### config.mk
export PLATFORM = sky130hd
export DESIGN_NAME = mac_feeder
export DESIGN_NICKNAME = d
export VERILOG_FILES = /design/src/rtl/mac_feeder_pkg.sv /design/src/rtl/mac_feeder_wbank.sv /design/src/rtl/mac_feeder.sv
export SDC_FILE = /design/constraint.sdc
export NUM_CORES = 1
export LEC_CHECK = 0
export ABC_AREA = 0
export CAP_MARGIN = 20
export CORE_MARGIN = 2
export CORE_UTILIZATION = 64
export CTS_CLUSTER_SIZE = 20
export DETAILED_ROUTE_END_ITERATION = 7
export DONT_BUFFER_PORTS = 1
export GPL_TIMING_DRIVEN = 0
export HOLD_SLACK_MARGIN = 0.05
export PLACE_DENSITY_LB_ADDON = 0.15
export SLEW_MARGIN = 0
export SYNTH_ARGS = -nofsm -noshare
export SYNTH_HDL_FRONTEND = slang
export SYNTH_SLANG_ARGS = --single-unit
### constraint.sdc
create_clock -name clk -period 6.5 [get_ports clk]
set_clock_uncertainty 0.05 [all_clocks]
set_input_delay 0.975 -clock clk [delete_from_list [all_inputs] [get_ports clk]]
set_output_delay 0.975 -clock clk [all_outputs]
set_load 0.01 [all_outputs]
### src/rtl/mac_feeder_pkg.sv
// Shared widths, FSM encoding and index-width helper for the MAC feeder.
package mac_feeder_pkg;

    localparam int PIX_W  = 8;
    localparam int W_W    = 8;
    localparam int ACC_W  = 20;
    localparam int PROD_W = PIX_W + W_W;

    typedef enum logic [1:0] {
        ST_LOAD   = 2'd0,
        ST_RUN    = 2'd1,
        ST_WAIT   = 2'd2,
        ST_RESULT = 2'd3
    } state_t;

    function automatic int idx_width(input int taps);
        return (taps > 1) ? $clog2(taps) : 1;
    endfunction

endpackage

### src/rtl/mac_feeder_wbank.sv
// Kernel weight register file: one write port, one tap-indexed async read port.
module mac_feeder_wbank
    import mac_feeder_pkg::*;
#(
    parameter int IDX_W = 4
) (
    input  logic             clk,
    input  logic             rst,
    input  logic             wr_en,
    input  logic [IDX_W-1:0] wr_idx,
    input  logic [W_W-1:0]   wr_data,
    input  logic [IDX_W-1:0] rd_idx,
    output logic [W_W-1:0]   rd_data
);

    // Power-of-two depth keeps every index value in range; unused rows stay zero.
    localparam int DEPTH = 1 << IDX_W;

    logic [W_W-1:0] mem [DEPTH];

    always_ff @(posedge clk) begin
        if (rst) begin
            for (int i = 0; i < DEPTH; i++) begin
                mem[i] <= '0;
            end
        end else if (wr_en) begin
            mem[wr_idx] <= wr_data;
        end
    end

    assign rd_data = mem[rd_idx];

endmodule

### src/rtl/mac_feeder.sv
// Feeds pixel*weight products to an external accumulator and returns one sum per window.
//
// state     | meaning
// ----------+-----------------------------------------------------------
// ST_LOAD   | accepting TAPS kernel weights, pixels blocked
// ST_RUN    | accepting window pixels, one product issued per pixel
// ST_WAIT   | two cycles: last product issue, accumulator settle
// ST_RESULT | window sum presented until res_ready
module mac_feeder
    import mac_feeder_pkg::*;
#(
    parameter int TAPS = 9
) (
    input  logic             clk,
    input  logic             rst,
    input  logic             cfg_valid,
    input  logic [W_W-1:0]   cfg_weight,
    output logic             cfg_ready,
    input  logic             pix_valid,
    input  logic [PIX_W-1:0] pix_data,
    output logic             pix_ready,
    output logic             acc_en,
    output logic             acc_load,
    output logic [ACC_W-1:0] acc_data,
    input  logic [ACC_W-1:0] acc_result,
    output logic             res_valid,
    output logic [ACC_W-1:0] res_data,
    input  logic             res_ready
);

    localparam int IDX_W = idx_width(TAPS);
    localparam logic [IDX_W-1:0] LAST_IDX = IDX_W'(TAPS - 1);

    state_t state, state_nxt;

    logic [IDX_W-1:0]  k;
    logic [IDX_W-1:0]  t;
    logic              wait_cnt;
    logic [W_W-1:0]    w_rd;
    logic [PROD_W-1:0] prod;

    logic cfg_fire, pix_fire, res_fire;
    logic cfg_last, pix_last, wait_done;

    assign cfg_fire  = cfg_valid & cfg_ready;
    assign pix_fire  = pix_valid & pix_ready;
    assign res_fire  = res_ready & res_valid;
    assign cfg_last  = cfg_fire && (k == LAST_IDX);
    assign pix_last  = pix_fire && (t == LAST_IDX);
    assign wait_done = (state == ST_WAIT) && (wait_cnt == 1'b0);

    mac_feeder_wbank #(
        .IDX_W (IDX_W)
    ) u_wbank (
        .clk     (clk),
        .rst     (rst),
        .wr_en   (cfg_fire),
        .wr_idx  (k),
        .wr_data (cfg_weight),
        .rd_idx  (t),
        .rd_data (w_rd)
    );

    assign prod = PROD_W'(pix_data) * PROD_W'(w_rd);

    always_ff @(posedge clk) begin
        if (rst) begin
            state <= ST_LOAD;
        end else begin
            state <= state_nxt;
        end
    end

    always_comb begin
        state_nxt = state;
        case (state)
            ST_LOAD:   if (cfg_last)  state_nxt = ST_RUN;
            ST_RUN:    if (pix_last)  state_nxt = ST_WAIT;
            ST_WAIT:   if (wait_done) state_nxt = ST_RESULT;
            ST_RESULT: if (res_fire)  state_nxt = ST_RUN;
            default:                  state_nxt = ST_LOAD;
        endcase
    end

    always_comb begin
        cfg_ready = 1'b0;
        pix_ready = 1'b0;
        res_valid = 1'b0;
        case (state)
            ST_LOAD:   cfg_ready = 1'b1;
            ST_RUN:    pix_ready = 1'b1;
            ST_RESULT: res_valid = 1'b1;
            default:   ;
        endcase
    end

    // Product path is registered so the accumulator sees one product per accepted pixel.
    always_ff @(posedge clk) begin
        if (rst) begin
            k        <= '0;
            t        <= '0;
            wait_cnt <= 1'b0;
            acc_en   <= 1'b0;
            acc_load <= 1'b0;
            acc_data <= '0;
            res_data <= '0;
        end else begin
            acc_en   <= pix_fire;
            acc_load <= pix_fire && (t == '0);
            acc_data <= pix_fire ? ACC_W'(prod) : '0;

            if (cfg_fire) begin
                k <= cfg_last ? '0 : k + IDX_W'(1);
            end

            if (pix_fire) begin
                t <= pix_last ? '0 : t + IDX_W'(1);
            end

            // Down-counter spans the two WAIT cycles; terminal count captures the sum.
            if (pix_last) begin
                wait_cnt <= 1'b1;
            end else if ((state == ST_WAIT) && (wait_cnt != 1'b0)) begin
                wait_cnt <= wait_cnt - 1'b1;
            end

            if (wait_done) begin
                res_data <= acc_result;
            end
        end
    end

endmodule

==> flow_metrics.py <==
metrics = {
    "run_status": {
        "status": "complete, no violations",
    },
    "setup_path": {
        "start_kind": "register",
        "endpoint_kind": "register",
        "critPathArrivalTime_ns": 6.36,
        "worstPathRequired_ns": 6.76,
        "critical_path_class": "register to register",
        "rrSetupSlack_ns": 0.40,
        "crit_path_max_fanout": 10,
    },
    "placed_design": {
        "globalplace.congestion": 0.896,
        "port_buffers": 0,
        "dp.final_hpwl_mm": 15.3,
    },
    "clock_tree": {
        "root_buffer": "clkbuf_16",
        "hold_buffers": 0,
        "htree_num_levels": 4,
        "cts_tree": "yes",
        "cts-buffers-inserted": 17,
        "cts.sinks": 181,
        "clkLatencyLatePin_ns": 0.43,
        "post_cts_buffers": 0,
        "cts_buffer_depth": 2,
        "clk_pin_slew_worst_paths_ns": 0.07,
    },
    "sta": {
        "finalSetupViolCount": 0,
        "finalHoldViolCount": 0,
        "rsz0062_at_grt": "false",
        "slew_violations": 0,
        "period_share": 0.938,
        "period_minus_slack_ns": 6.10,
        "max_freq_mhz": 164,
        "maxSlewHeadroom": 0.239,
        "fin_setup_tns_ns": 0,
        "worst_pin_slew_ns": 1.13,
        "holdWs_ns": 0.438,
    },
    "floorplan": {
        "core_area_sq_mm": 0.0151,
        "fp.dieW_microns": 128,
        "fp.dieArea_sq_mm": 0.0164,
        "initial_utilization": 0.652,
        "dieHeight_microns": 128,
        "rows": 45,
        "io_pins": 86,
    },
    "detailed_routing": {
        "drt_iter0_drc": 504,
        "ant_nets": 0,
        "drt-total-wl_mm": 20.9,
        "drc": 0,
        "viasPerCell": 6.01,
        "via_count": 6169,
        "firstDrtPassIters": 5,
        "wl_per_cell_microns": 20.3,
    },
    "final_layout": {
        "syn2layout_area_growth_pct": 8.71,
        "layout-drive-gt1-share": 0.113,
        "fin_util": 0.709,
        "fillers": 1036,
        "multi_input_area_sq_mm": 0.00455,
        "seqCellArea_sq_mm": 0.00490,
        "n_antenna_cell": 0,
        "nets": 950,
    },
    "global_routing": {
        "grt_pass1_wl_mm": 33.6,
        "track_usage": 0.277,
        "grt_max_degree": 17,
        "grt_pass1_vias": 6333,
        "grt-ovfl-total": 0,
        "antenna_found_initial": 0,
    },
    "synthesis": {
        "synth_area_per_cell_sq_um": 12.3,
        "yosysWarningCount": 0,
        "ys_ff_latch": 181,
        "ys_seq_area_frac": 0.499,
        "netlist_instances": 803,
        "ys_types": 44,
        "synth_area_sq_mm": 0.00984,
    },
    "power": {
        "peakVddDrop_uv": 192,
        "p_per_area_mw_per_mm2": 326,
        "power_leakage_nw": 4.25,
    },
    "job": {
        "cap_violations": 0,
    },
    "worst_hold_path": {
        "hp-class": "register to register",
    },
}
## final timing paths
kind,endpoint,startpoint,cells after the start
max reg2reg,acc_data[12],register,18
min,acc_load,t[3],1
min reg2reg,acc_load,t[3],1
max,acc_data[12],register,18
## Yosys cell counts
master / n / area (sq um)
mux4_2: 38 / 856
or2_2: 17 / 106
a221o_1: 1 / 10.0
nand4_1: 2 / 12.5
a222oi_1: 1 / 10.0
edfxtp_1: 128 / 3840
a311oi_1: 3 / 26.3
dfxtp_1: 53 / 1060
nor4b_1: 1 / 8.76
buf_1: 4 / 15.0
ha_1: 47 / 588
a21oi_1: 31 / 155
nor2b_1: 2 / 12.5
o211ai_1: 2 / 15.0
nor3_1: 9 / 45.0
buf_6: 4 / 45.0
nand2b_1: 4 / 25.0
o2111ai_1: 1 / 8.76
a31o_2: 1 / 8.76
nand3_1: 12 / 60.1
xnor2_1: 7 / 61.3
xor2_1: 3 / 26.3
nand2_1: 59 / 221
buf_4: 4 / 30.0
clkbuf_1: 22 / 82.6
o21a_1: 4 / 30.0
mux4_1: 2 / 52.6
mux2i_1: 1 / 10.0
o21ai_0: 3 / 15.0
a31oi_1: 2 / 12.5
conb_1: 1 / 3.75
nor2_1: 31 / 116
nand4b_1: 1 / 8.76
nand3b_1: 2 / 15.0
and2_1: 190 / 1190
a21o_1: 4 / 30.0
fa_1: 36 / 721
and3_1: 3 / 18.8
o31ai_1: 1 / 7.51
o21bai_1: 2 / 15.0
a211oi_1: 2 / 15.0
inv_1: 58 / 218
nor3b_1: 1 / 7.51
or3_1: 3 / 18.8
## kinds of logic after synthesis
kind of cell | after synthesis | synth area share
buffers and inverters | 92 | 0.0397
XOR/XNOR | 10 | 0.00890
other | 1 | 0.000381
AO/OA/AOI/OAI | 58 | 0.0365
AND/OR/NAND/NOR | 337 | 0.190
adder cells (fa/ha/maj) | 83 | 0.133
multiplexers | 41 | 0.0933
flip-flops | 181 | 0.499
## cell type report
class | instances | area share
sequential | 181 | 0.459
buffer | 34 | 0.0164
inverter | 58 | 0.0204
timing repair buffer | 1 | 0.000702
clock inverter | 9 | 0.00842
tap | 188 | 0.0220
clock buffer | 23 | 0.0477
multi-input combinational | 533 | 0.426
## flip-flops by register name (all words and copies together), names as in the netlist, named ones only
name         cells
acc_data        16
u_wbank.mem    128
acc_en           1
t                4
wait_cnt         1
res_data        20
state            2
acc_load         1
k                4
## layout by cell type, fill, tap and decap left out, drive strengths merged, types with 7 or more instances in the layout
cell type  instances
and2             190
edfxtp           128
inv               64
nand2             59
dfxtp             53
ha                47
clkbuf            47
mux4              40
fa                36
nor2              31
a21oi             31
or2               17
nand3             12
buf               11
nor3               9
xnor2              7
## worst max-delay path, stage by stage (launching register included)
cell      delay [ns]
dfxtp_1         0.44
buf_1           0.56
mux4_2          0.45
mux4_2          0.57
and2_1          0.21
fa_1            0.48
inv_1           0.05
fa_1            0.48
inv_1           0.06
fa_1            0.53
inv_1           0.06
fa_1            0.53
inv_1           0.05
ha_1            0.36
a21oi_1         0.23
o211ai_1        0.23
a311oi_1        0.40
xor2_1          0.19
nor2_1          0.05
## metal layers
metal,track usage,vias to the layer above,part of all wire
li1,-,2799,-
met1,0.373,3078,0.41
met2,0.458,255,0.50
met3,0.0547,37,0.070
met4,0.0944,0,0.022
met5,0,-,0
## stage by stage
step                area, sq um  std cells  worst slack, ns  total power [mW]
floorplan                  9850        806             1.09              2.22
global placement          10100        994            0.362              2.42
detailed placement        10100        994            0.313              2.46
CTS                       10700       1026            0.288              3.50
global route              10700       1027            0.122              3.71
finish                    10700       1027            0.401              3.48
## power by group
group | total [mW] | switching (mW) | internal [mW]
clock | 1.04 | 0.444 | 0.599
sequential | 1.32 | 0.0310 | 1.29
combinational | 1.12 | 0.646 | 0.472
total | 3.48 | 1.12 | 2.36
## timing repair
item                                   in CTS  in global routing
endpoints found under the hold margin       0                  0
resized for setup                           0                  3
setup endpoints to repair                   0                  2
Note: power is estimated with default switching activity, not from simulation.
